**src/rtl/abm_pkg.sv**
```systemverilog
// abm_pkg: AXI response codes, scheduler state encoding and ABM table geometry
package abm_pkg;
    localparam logic [1:0] AXI_OKAY   = 2'd0;
    localparam logic [1:0] AXI_SLVERR = 2'd2;
    localparam logic [1:0] AXI_DECERR = 2'd3;
    localparam int ABM_ENTRY_BYTES    = 8;
    typedef enum logic [1:0] {IDLE, ADDR, RESP} state_t;
endpackage

```
**src/rtl/abm_rr_arbiter.sv**
```systemverilog
// abm_rr_arbiter: combinational round-robin pick, first set request searching upward from ptr with wrap
module abm_rr_arbiter #(
    parameter int NUM_REQ = 4,
    parameter int IDX_W   = 2
) (
    input  logic [NUM_REQ-1:0] req_i,
    input  logic [IDX_W-1:0]   ptr_i,
    output logic [NUM_REQ-1:0] gnt_o,
    output logic [IDX_W-1:0]   idx_o,
    output logic               any_o
);
    logic [IDX_W-1:0] j;
    // Scanning from the far end lets the candidate nearest ptr overwrite the others.
    always_comb begin
        gnt_o = '0;
        idx_o = '0;
        j = '0;
        for (int k = NUM_REQ - 1; k >= 0; k--) begin
            j = IDX_W'((int'(ptr_i) + k) % NUM_REQ);
            if (req_i[j]) begin
                gnt_o = '0;
                gnt_o[j] = 1'b1;
                idx_o = j;
            end
        end
    end
    assign any_o = |req_i;
endmodule

```
**src/rtl/abm_write_sched.sv**
```systemverilog
// abm_write_sched: round-robin scheduler posting requester status words to the host ABM table
// through a single-beat, single-outstanding AXI4 write port.
module abm_write_sched
    import abm_pkg::*;
#(
    parameter int NUM_REQ = 4,
    parameter int IDX_W   = 2
) (
    input  logic                  clk,
    input  logic                  resetn,
    input  logic [63:0]           abm_host_addr,
    input  logic [NUM_REQ-1:0]    req_valid,
    input  logic [64*NUM_REQ-1:0] req_data,
    output logic [NUM_REQ-1:0]    req_ready,
    output logic                  busy,
    output logic [15:0]           err_count,
    output logic [63:0]           M_AXI_AWADDR,
    output logic [7:0]            M_AXI_AWLEN,
    output logic [2:0]            M_AXI_AWSIZE,
    output logic [1:0]            M_AXI_AWBURST,
    output logic                  M_AXI_AWVALID,
    input  logic                  M_AXI_AWREADY,
    output logic [63:0]           M_AXI_WDATA,
    output logic [7:0]            M_AXI_WSTRB,
    output logic                  M_AXI_WLAST,
    output logic                  M_AXI_WVALID,
    input  logic                  M_AXI_WREADY,
    input  logic [1:0]            M_AXI_BRESP,
    input  logic                  M_AXI_BVALID,
    output logic                  M_AXI_BREADY
);
    state_t state_q, state_d;
    logic [NUM_REQ-1:0] ready_q, ready_d, gnt;
    logic [IDX_W-1:0] ptr_q, ptr_d, idx;
    logic any_req, grant, aw_done, w_done;
    logic awvalid_q, awvalid_d, wvalid_q, wvalid_d, bready_q, bready_d;
    logic [63:0] awaddr_q, awaddr_d, wdata_q, wdata_d;
    logic [15:0] err_q, err_d;

    abm_rr_arbiter #(.NUM_REQ(NUM_REQ), .IDX_W(IDX_W)) u_arb (
        .req_i(req_valid),
        .ptr_i(ptr_q),
        .gnt_o(gnt),
        .idx_o(idx),
        .any_o(any_req)
    );

    // A zero base address disables the block: nothing is granted.
    assign grant   = state_q == IDLE && abm_host_addr != '0 && any_req;
    assign aw_done = !awvalid_q || M_AXI_AWREADY;
    assign w_done  = !wvalid_q || M_AXI_WREADY;

    always_ff @(posedge clk) begin
        if (!resetn) begin
            state_q   <= IDLE;
            ready_q   <= '0;
            ptr_q     <= '0;
            awvalid_q <= 1'b0;
            wvalid_q  <= 1'b0;
            bready_q  <= 1'b0;
            awaddr_q  <= '0;
            wdata_q   <= '0;
            err_q     <= '0;
        end else begin
            state_q   <= state_d;
            ready_q   <= ready_d;
            ptr_q     <= ptr_d;
            awvalid_q <= awvalid_d;
            wvalid_q  <= wvalid_d;
            bready_q  <= bready_d;
            awaddr_q  <= awaddr_d;
            wdata_q   <= wdata_d;
            err_q     <= err_d;
        end
    end

    always_comb begin
        state_d = grant ? ADDR
                : (state_q == ADDR && aw_done && w_done) ? RESP
                : (state_q == RESP && M_AXI_BVALID) ? IDLE
                : state_q;
    end

    always_comb begin
        ready_d   = grant ? gnt : '0;
        awvalid_d = grant || (awvalid_q && !M_AXI_AWREADY);
        wvalid_d  = grant || (wvalid_q && !M_AXI_WREADY);
        bready_d  = (state_q == ADDR && aw_done && w_done) || (bready_q && !M_AXI_BVALID);
        awaddr_d  = grant ? abm_host_addr + 64'(idx) * 64'(ABM_ENTRY_BYTES) : awaddr_q;
        wdata_d   = grant ? 64'(req_data >> {idx, 6'd0}) : wdata_q;
        ptr_d     = grant ? (idx == IDX_W'(NUM_REQ - 1) ? '0 : idx + 1'b1) : ptr_q;
        err_d     = (state_q == RESP && M_AXI_BVALID && M_AXI_BRESP != AXI_OKAY && err_q != 16'hFFFF)
                  ? err_q + 16'd1 : err_q;
    end

    assign req_ready     = ready_q;
    assign busy          = state_q != IDLE;
    assign err_count     = err_q;
    assign M_AXI_AWADDR  = awaddr_q;
    assign M_AXI_AWLEN   = 8'd0;
    assign M_AXI_AWSIZE  = 3'b011;
    assign M_AXI_AWBURST = 2'b01;
    assign M_AXI_AWVALID = awvalid_q;
    assign M_AXI_WDATA   = wdata_q;
    assign M_AXI_WSTRB   = 8'hFF;
    assign M_AXI_WLAST   = 1'b1;
    assign M_AXI_WVALID  = wvalid_q;
    assign M_AXI_BREADY  = bready_q;
endmodule

```
**config.mk**
```make
export PLATFORM = sky130hd
export DESIGN_NAME = abm_write_sched
export DESIGN_NICKNAME = d
export VERILOG_FILES = /design/src/rtl/abm_pkg.sv /design/src/rtl/abm_rr_arbiter.sv /design/src/rtl/abm_write_sched.sv
export SDC_FILE = /design/constraint.sdc
export NUM_CORES = 1
export LEC_CHECK = 0
export BUFFER_PORTS_ARGS = -buffer_cell sky130_fd_sc_hd__buf_2
export CORE_AREA = 2 2 196 198
export DETAILED_ROUTE_END_ITERATION = 7
export DIE_AREA = 0 0 198 200
export GPL_TIMING_DRIVEN = 0
export SYNTH_ARGS = -nofsm -noshare
export SYNTH_HDL_FRONTEND = slang
export SYNTH_HIERARCHICAL = 1
export SYNTH_SLANG_ARGS = --single-unit
```
**constraint.sdc**
```tcl
create_clock -name clk -period 5.6 [get_ports clk]
set_input_delay 0.28 -clock clk [delete_from_list [all_inputs] [get_ports clk]]
set_output_delay 0.28 -clock clk [all_outputs]
set_load 0.005 [all_outputs]
```
# After elaboration in Yosys (flattened, before gate mapping)
# Cells that the tools add are included.
[op_classes]
n_addsub = 6
magnitude_cmp = 8
n_eq_ne = 4
shifts = 1
mux = 28
n_bitwise = 1
reduce_logical = 33
[op_table]
columns = ["op", "count"]
rows = [
  ["$shr 256x8->64", 1],
  ["$add 64x5->64", 1],
  ["$reduce_bool 64->1", 1],
  ["$add 16x1->16 const B", 1],
  ["$mux 4", 4],
  ["$ne 16x16->1 const B", 1],
  ["$logic_and 1x1->1", 14],
  ["$mux 2", 7],
  ["$lt 2x3->1 const B", 4],
  ["$mux 1", 9],
  ["$bmux 1 s2", 4],
  ["$demux 1 s2", 4],
  ["$ge 2x1->1 const B", 4],
  ["$reduce_bool 2->1", 3],
  ["$logic_not 1->1", 5],
  ["$logic_or 1x1->1", 5],
  ["$add 2x1->2 const B", 2],
  ["$add 2x2->2 const B", 2],
  ["$eq 2x2->1 const B", 2],
  ["$reduce_or 4->1", 1],
  ["$reduce_bool 3->1", 1],
  ["$eq 2x1->1 const B", 1],
  ["$logic_not 2->1", 1],
  ["$reduce_and 2->1", 1],
  ["2 further kinds", 2],
]
[totals]
register_bits = 155
in_bits = 331
out_inout_bits = 174

# Depth between registers and ports, before layout
[logic_depth]
ltp_word = 9
depth_mapped = 19
mapped_depth_nobuf = 14

# Cells and area by module
# The synthesis kept the hierarchy.
[modules_own_cells]
columns = ["module", "instances", "cells_each", "area_each_um2", "seq_area_each_um2"]
rows = [
  ["abm_write_sched", 1, 779, 8212.9, 3103.0],
  ["abm_rr_arbiter", 1, 67, 530.5, 0.0],
]

# Least setup slack after synthesis
# No wires, ideal clock.
[synth_path]
kind = "register -> register"
startpoint = "reg ptr_q[1]"
endpoint = "reg awaddr_q[51], in the netlist M_AXI_AWADDR[51]"
arrival_ns = 4.184
t_required_ns = 5.483
setup_slack_ns = 1.299
stages_incl_launch_ff = 20
synth_period_minus_slack_ns = 4.301
cell_sequence = "dfxtp_1 -> buf_2 -> inv_1 -> ha_1 -> clkbuf_1 -> nand2_1 -> a21oi_1 -> a21oi_1 -> a21oi_1 -> clkbuf_1 -> buf_1 -> inv_1 -> fa_1 -> nor2b_1 -> and4_1 -> nand4_2 -> buf_2 -> nor3_1 -> xor2_1 -> a22o_1"
[synth_via]
elab_chain_len = 8
[synth_rtl]
columns = ["element", "line", "source"]
rows = [
  ["start, declared", "abm_write_sched.sv:34", "logic [IDX_W-1:0] ptr_q, ptr_d, idx;"],
  ["start signal, assigned", "abm_write_sched.sv:67", "ptr_q <= ptr_d;"],
  ["$add 2x2->2", "abm_rr_arbiter.sv:19", "j = IDX_W'((int'(ptr_i) + k) % NUM_REQ);"],
  ["$bmux 1 s2", "abm_rr_arbiter.sv:20", "if (req_i[j]) begin"],
  ["$mux 1 (implied by the code)", "abm_rr_arbiter.sv:20", ""],
  ["$mux 2 (3 in a row)", "abm_rr_arbiter.sv:20", ""],
  ["$mux 2 (*)", "abm_rr_arbiter.sv:20", ""],
  ["named net idx[1]", "abm_write_sched.sv:34", ""],
  ["$add 64x5->64 (*)", "abm_write_sched.sv:89", "awaddr_d = grant ? abm_host_addr + 64'(idx) * 64'(ABM_ENTRY_BYTES) : awaddr_q;"],
  ["end signal, assigned", "abm_write_sched.sv:71", "awaddr_q <= awaddr_d;"],
  ["end, declared", "abm_write_sched.sv:37", "logic [63:0] awaddr_q, awaddr_d, wdata_q, wdata_d;"],
]
# Mark *: on every way through the listed nets, which the timed path passes. The rest lies on a longest branch. The select of a mux whose other input is x is not followed.
# A chain may end at the register's enable or synchronous reset.

# Worst setup path after layout
[layout_path]
startpoint = "reg ptr_q[1]"
endpoint = "reg awaddr_q[47], in the netlist M_AXI_AWADDR[47]"
# The elaborated chain is that of the path after synthesis.

==> results.md <==
* Status: completed
* Max Freq at 192 MHz
* Metal2 WL at 20.5 mm
* Top-count cell post-synth: dfxtp_1
* Share of layout cells above drive strength 1 at 47.2%
* Worst Slack Setup Final at 390 ps
* Seq/Total Area, Yosys at 35.5%
* M1 wire length at 17.3 mm
* Hold Vio Cnt, Final at 0
* Grt ovf at 0
* Synth cell types at 58
* Core area at 37,400 µm²
* Via density at 4.94
* Final wirelength at 42.5 mm
* Placer congestion estimate at 0.936
* Sequential cell area at 3100 µm²
* Final instance area at 12,500 µm²
* Worst path required time at 5920 ps
* WL/cell at 22.4 µm
* Synth Area in Adders at 1.95%
* Critical path type: reg -> reg
* Die width at 198 µm
* CTS root buf: clkbuf_16
* Area grow syn2layout at 43.2%
* Power Density at 380 nW/µm²
* RSZ-0062 raised after global routing: false
* Post-synthesis compound-gate area fraction at 15.1%
* Gr usage total at 20.5%
* Port Buf Inserts at 478
* Synth Area in Simple Gates at 16.4%
* MaxCap Viol Count at 0
* Post-CTS setup buffers at 0
* Max FO, Critical Path at 19
* Dominant cells by area after synthesis: dfxtp_1, mux4_2, a22o_1, xor2_1, xnor2_1
* Cells after Synth at 846
* Post-layout utilization of the core at 33.5%
* Number of synthesized flops with an enable pin at 0
* Num CTS Buffers at 17
* Initial antenna violation count at 30
* DP Wirelength at 35.9 mm
* Slew @ Worst Pin at 1070 ps
* Critical Path Start Type: flip-flop
* Clock transition at path regs at 80 ps
* Footprint of the multi-input gates at 5260 µm²
* VDD IR max at 0.000185 V
* # H-tree levels at 4
* Yosys warnings at 6
* Largest net degree at the start of global routing at 20
* Max Used Layer: met5
* Top cells by instance count after synthesis: dfxtp_1, a22o_1, nor2_1, mux4_2, nand2_1
* Yosys reg bits at 155
* CTS Hold Bufs at 0
* DR iter-0 viols at 713
* Mapped Avg Cell Area at 10.3 µm²
* CP Capture Type: flip-flop
* Mux share of post-synthesis cell area at 18.5%
* Number of fillers in the final layout at 3,922
* Part of the cycle the worst path needs at 93.0%
* CTS sink count at 155
* Max-slew violations at 0
* WL met3 at 3.80 mm
* FP Rows at 71
* Ys async rst share at 0%
* Vias in the first global route at 8,906
* Largest family of logic cells by synthesized area: multiplexers
* Skew-Pair Late Insertion Delay at 450 ps
* Final setup viols at 0
* Die ar. at 39,600 µm²
* Top-area cell type share of the netlist area at 35.5%
* Area leader, netlist: dfxtp_1
* Placed Area at 11,900 µm²
* Die height at 200 µm
* Clk_skew at 15.2 ps
* First-pass GRT wire length at 58.4 mm
* Worst Hold Class: in -> reg
* Io pins at 505
* Synthesized area at 8740 µm²
* Initial core utilization at 23.4%
* Synth Flop Type: dfxtp_1
* P_leak at 5.70 nW
* DRC Markers at 0
* Tmin final at 5210 ps
* Critical path data arrival time at 5530 ps
* Pre-CTS worst setup slack at -585 ps
* Slew margin rel. at 28.8%
* Fin nets at 1,707
* Clock buffer depth at 2
* Post-Synth XOR/XNOR Area at 7.11%
* Vias at 9,390
* CTS tree: done
* Hold slack at 125 ps
* DR pass1 iterations at 5
* Antenna-violating nets left at 0
## routing by layer
layer	track usage, %	vias up
met5	0	-
met4	5.29	20
met3	7.31	72
met2	33.7	472
met1	25.5	4565
li1	-	4261
## layout make-up
class	count	share of cell area [%]
multi-input combinational	619	42.0
timing repair buffer	479	19.2
sequential	155	24.8
antenna	14	0.280
buffer	78	3.37
clock buffer	18	3.51
inverter	13	0.390
tap	511	5.11
clock inverter	14	1.37
## power breakdown
| part | switching [mW] | internal [mW] | leakage [nW] |
|---|---|---|---|
| combinational | 1.03 | 1.04 | 4.12 |
| clock | 0.559 | 0.651 | 0.299 |
| sequential | 0.144 | 1.34 | 1.28 |
| total | 1.73 | 3.03 | 5.70 |
## layout by cell type, fill, tap and decap left out, types with 19 or more instances in the layout
cell type  instances
a21oi_1           22
a22o_1            93
buf_2            505
buf_4             23
clkbuf_1          25
conb_1            22
dfxtp_1          155
mux4_2            66
nand2_1           44
nand3_1           26
nand4_1           28
nor2_1            67
nor3_1            19
nor4_1            26
xnor2_1           30
xor2_1            41
## state kept, by name (all words and copies together), names as in the netlist
register / cells
ptr_q: 2
M_AXI_BREADY: 1
req_ready: 4
M_AXI_WVALID: 1
err_count: 16
state_q: 2
M_AXI_AWADDR: 64
M_AXI_AWVALID: 1
M_AXI_WDATA: 64
## final timing paths
| check | from | to | slack [ps] | cells after the start |
|---|---|---|---|---|
| max | ptr_q[1]$_SDFFE_PN0P_ | M_AXI_AWADDR[47]$_SDFFE_PN0P_ | 390 | 18 |
| min | M_AXI_BVALID | M_AXI_BREADY$_SDFF_PN0_ | 130 | 4 |
| max reg2reg | ptr_q[1]$_SDFFE_PN0P_ | M_AXI_AWADDR[47]$_SDFFE_PN0P_ | 390 | 18 |
| min reg2reg | M_AXI_BREADY$_SDFF_PN0_ | M_AXI_BREADY$_SDFF_PN0_ | 470 | 2 |
## worst max-delay path, stage by stage (launching register included)
cell      delay, ps
dfxtp_1         490
buf_2           280
inv_1           130
ha_1            330
clkbuf_1        340
nand2_1          90
a21oi_1         150
a21oi_1          60
a21oi_2         450
clkbuf_4        480
inv_1           170
fa_1            480
nor2b_1         280
and4_1          290
nand4_2         210
buf_2           280
nor3_1          300
xnor2_1         160
a21oi_1          80
## cells by family after synthesis
logic type               count (synthesis)
adder cells (fa/ha/maj)                 13
multiplexers                            77
buffers and inverters                   92
XOR/XNOR                                71
other                                    2
AND/OR/NAND/NOR                        266
AO/OA/AOI/OAI                          170
flip-flops                             155
## repair_timing
item,CTS,global route
gates resized for setup,2,3
cloned,0,0
endpoints found under the setup margin,26,11
pin swaps,0,0
## through the flow
stage | std cells | setup TNS [ps] | power, mW
finish | 1901 | 0 | 4.76
global route | 1893 | 0 | 5.02
CTS | 1887 | 0 | 4.80
detailed placement | 1856 | -9490 | 3.57
global placement | 1855 | -6310 | 3.53
floorplan | 866 | 0 | 2.77
Power figures use the tool's default switching activity.
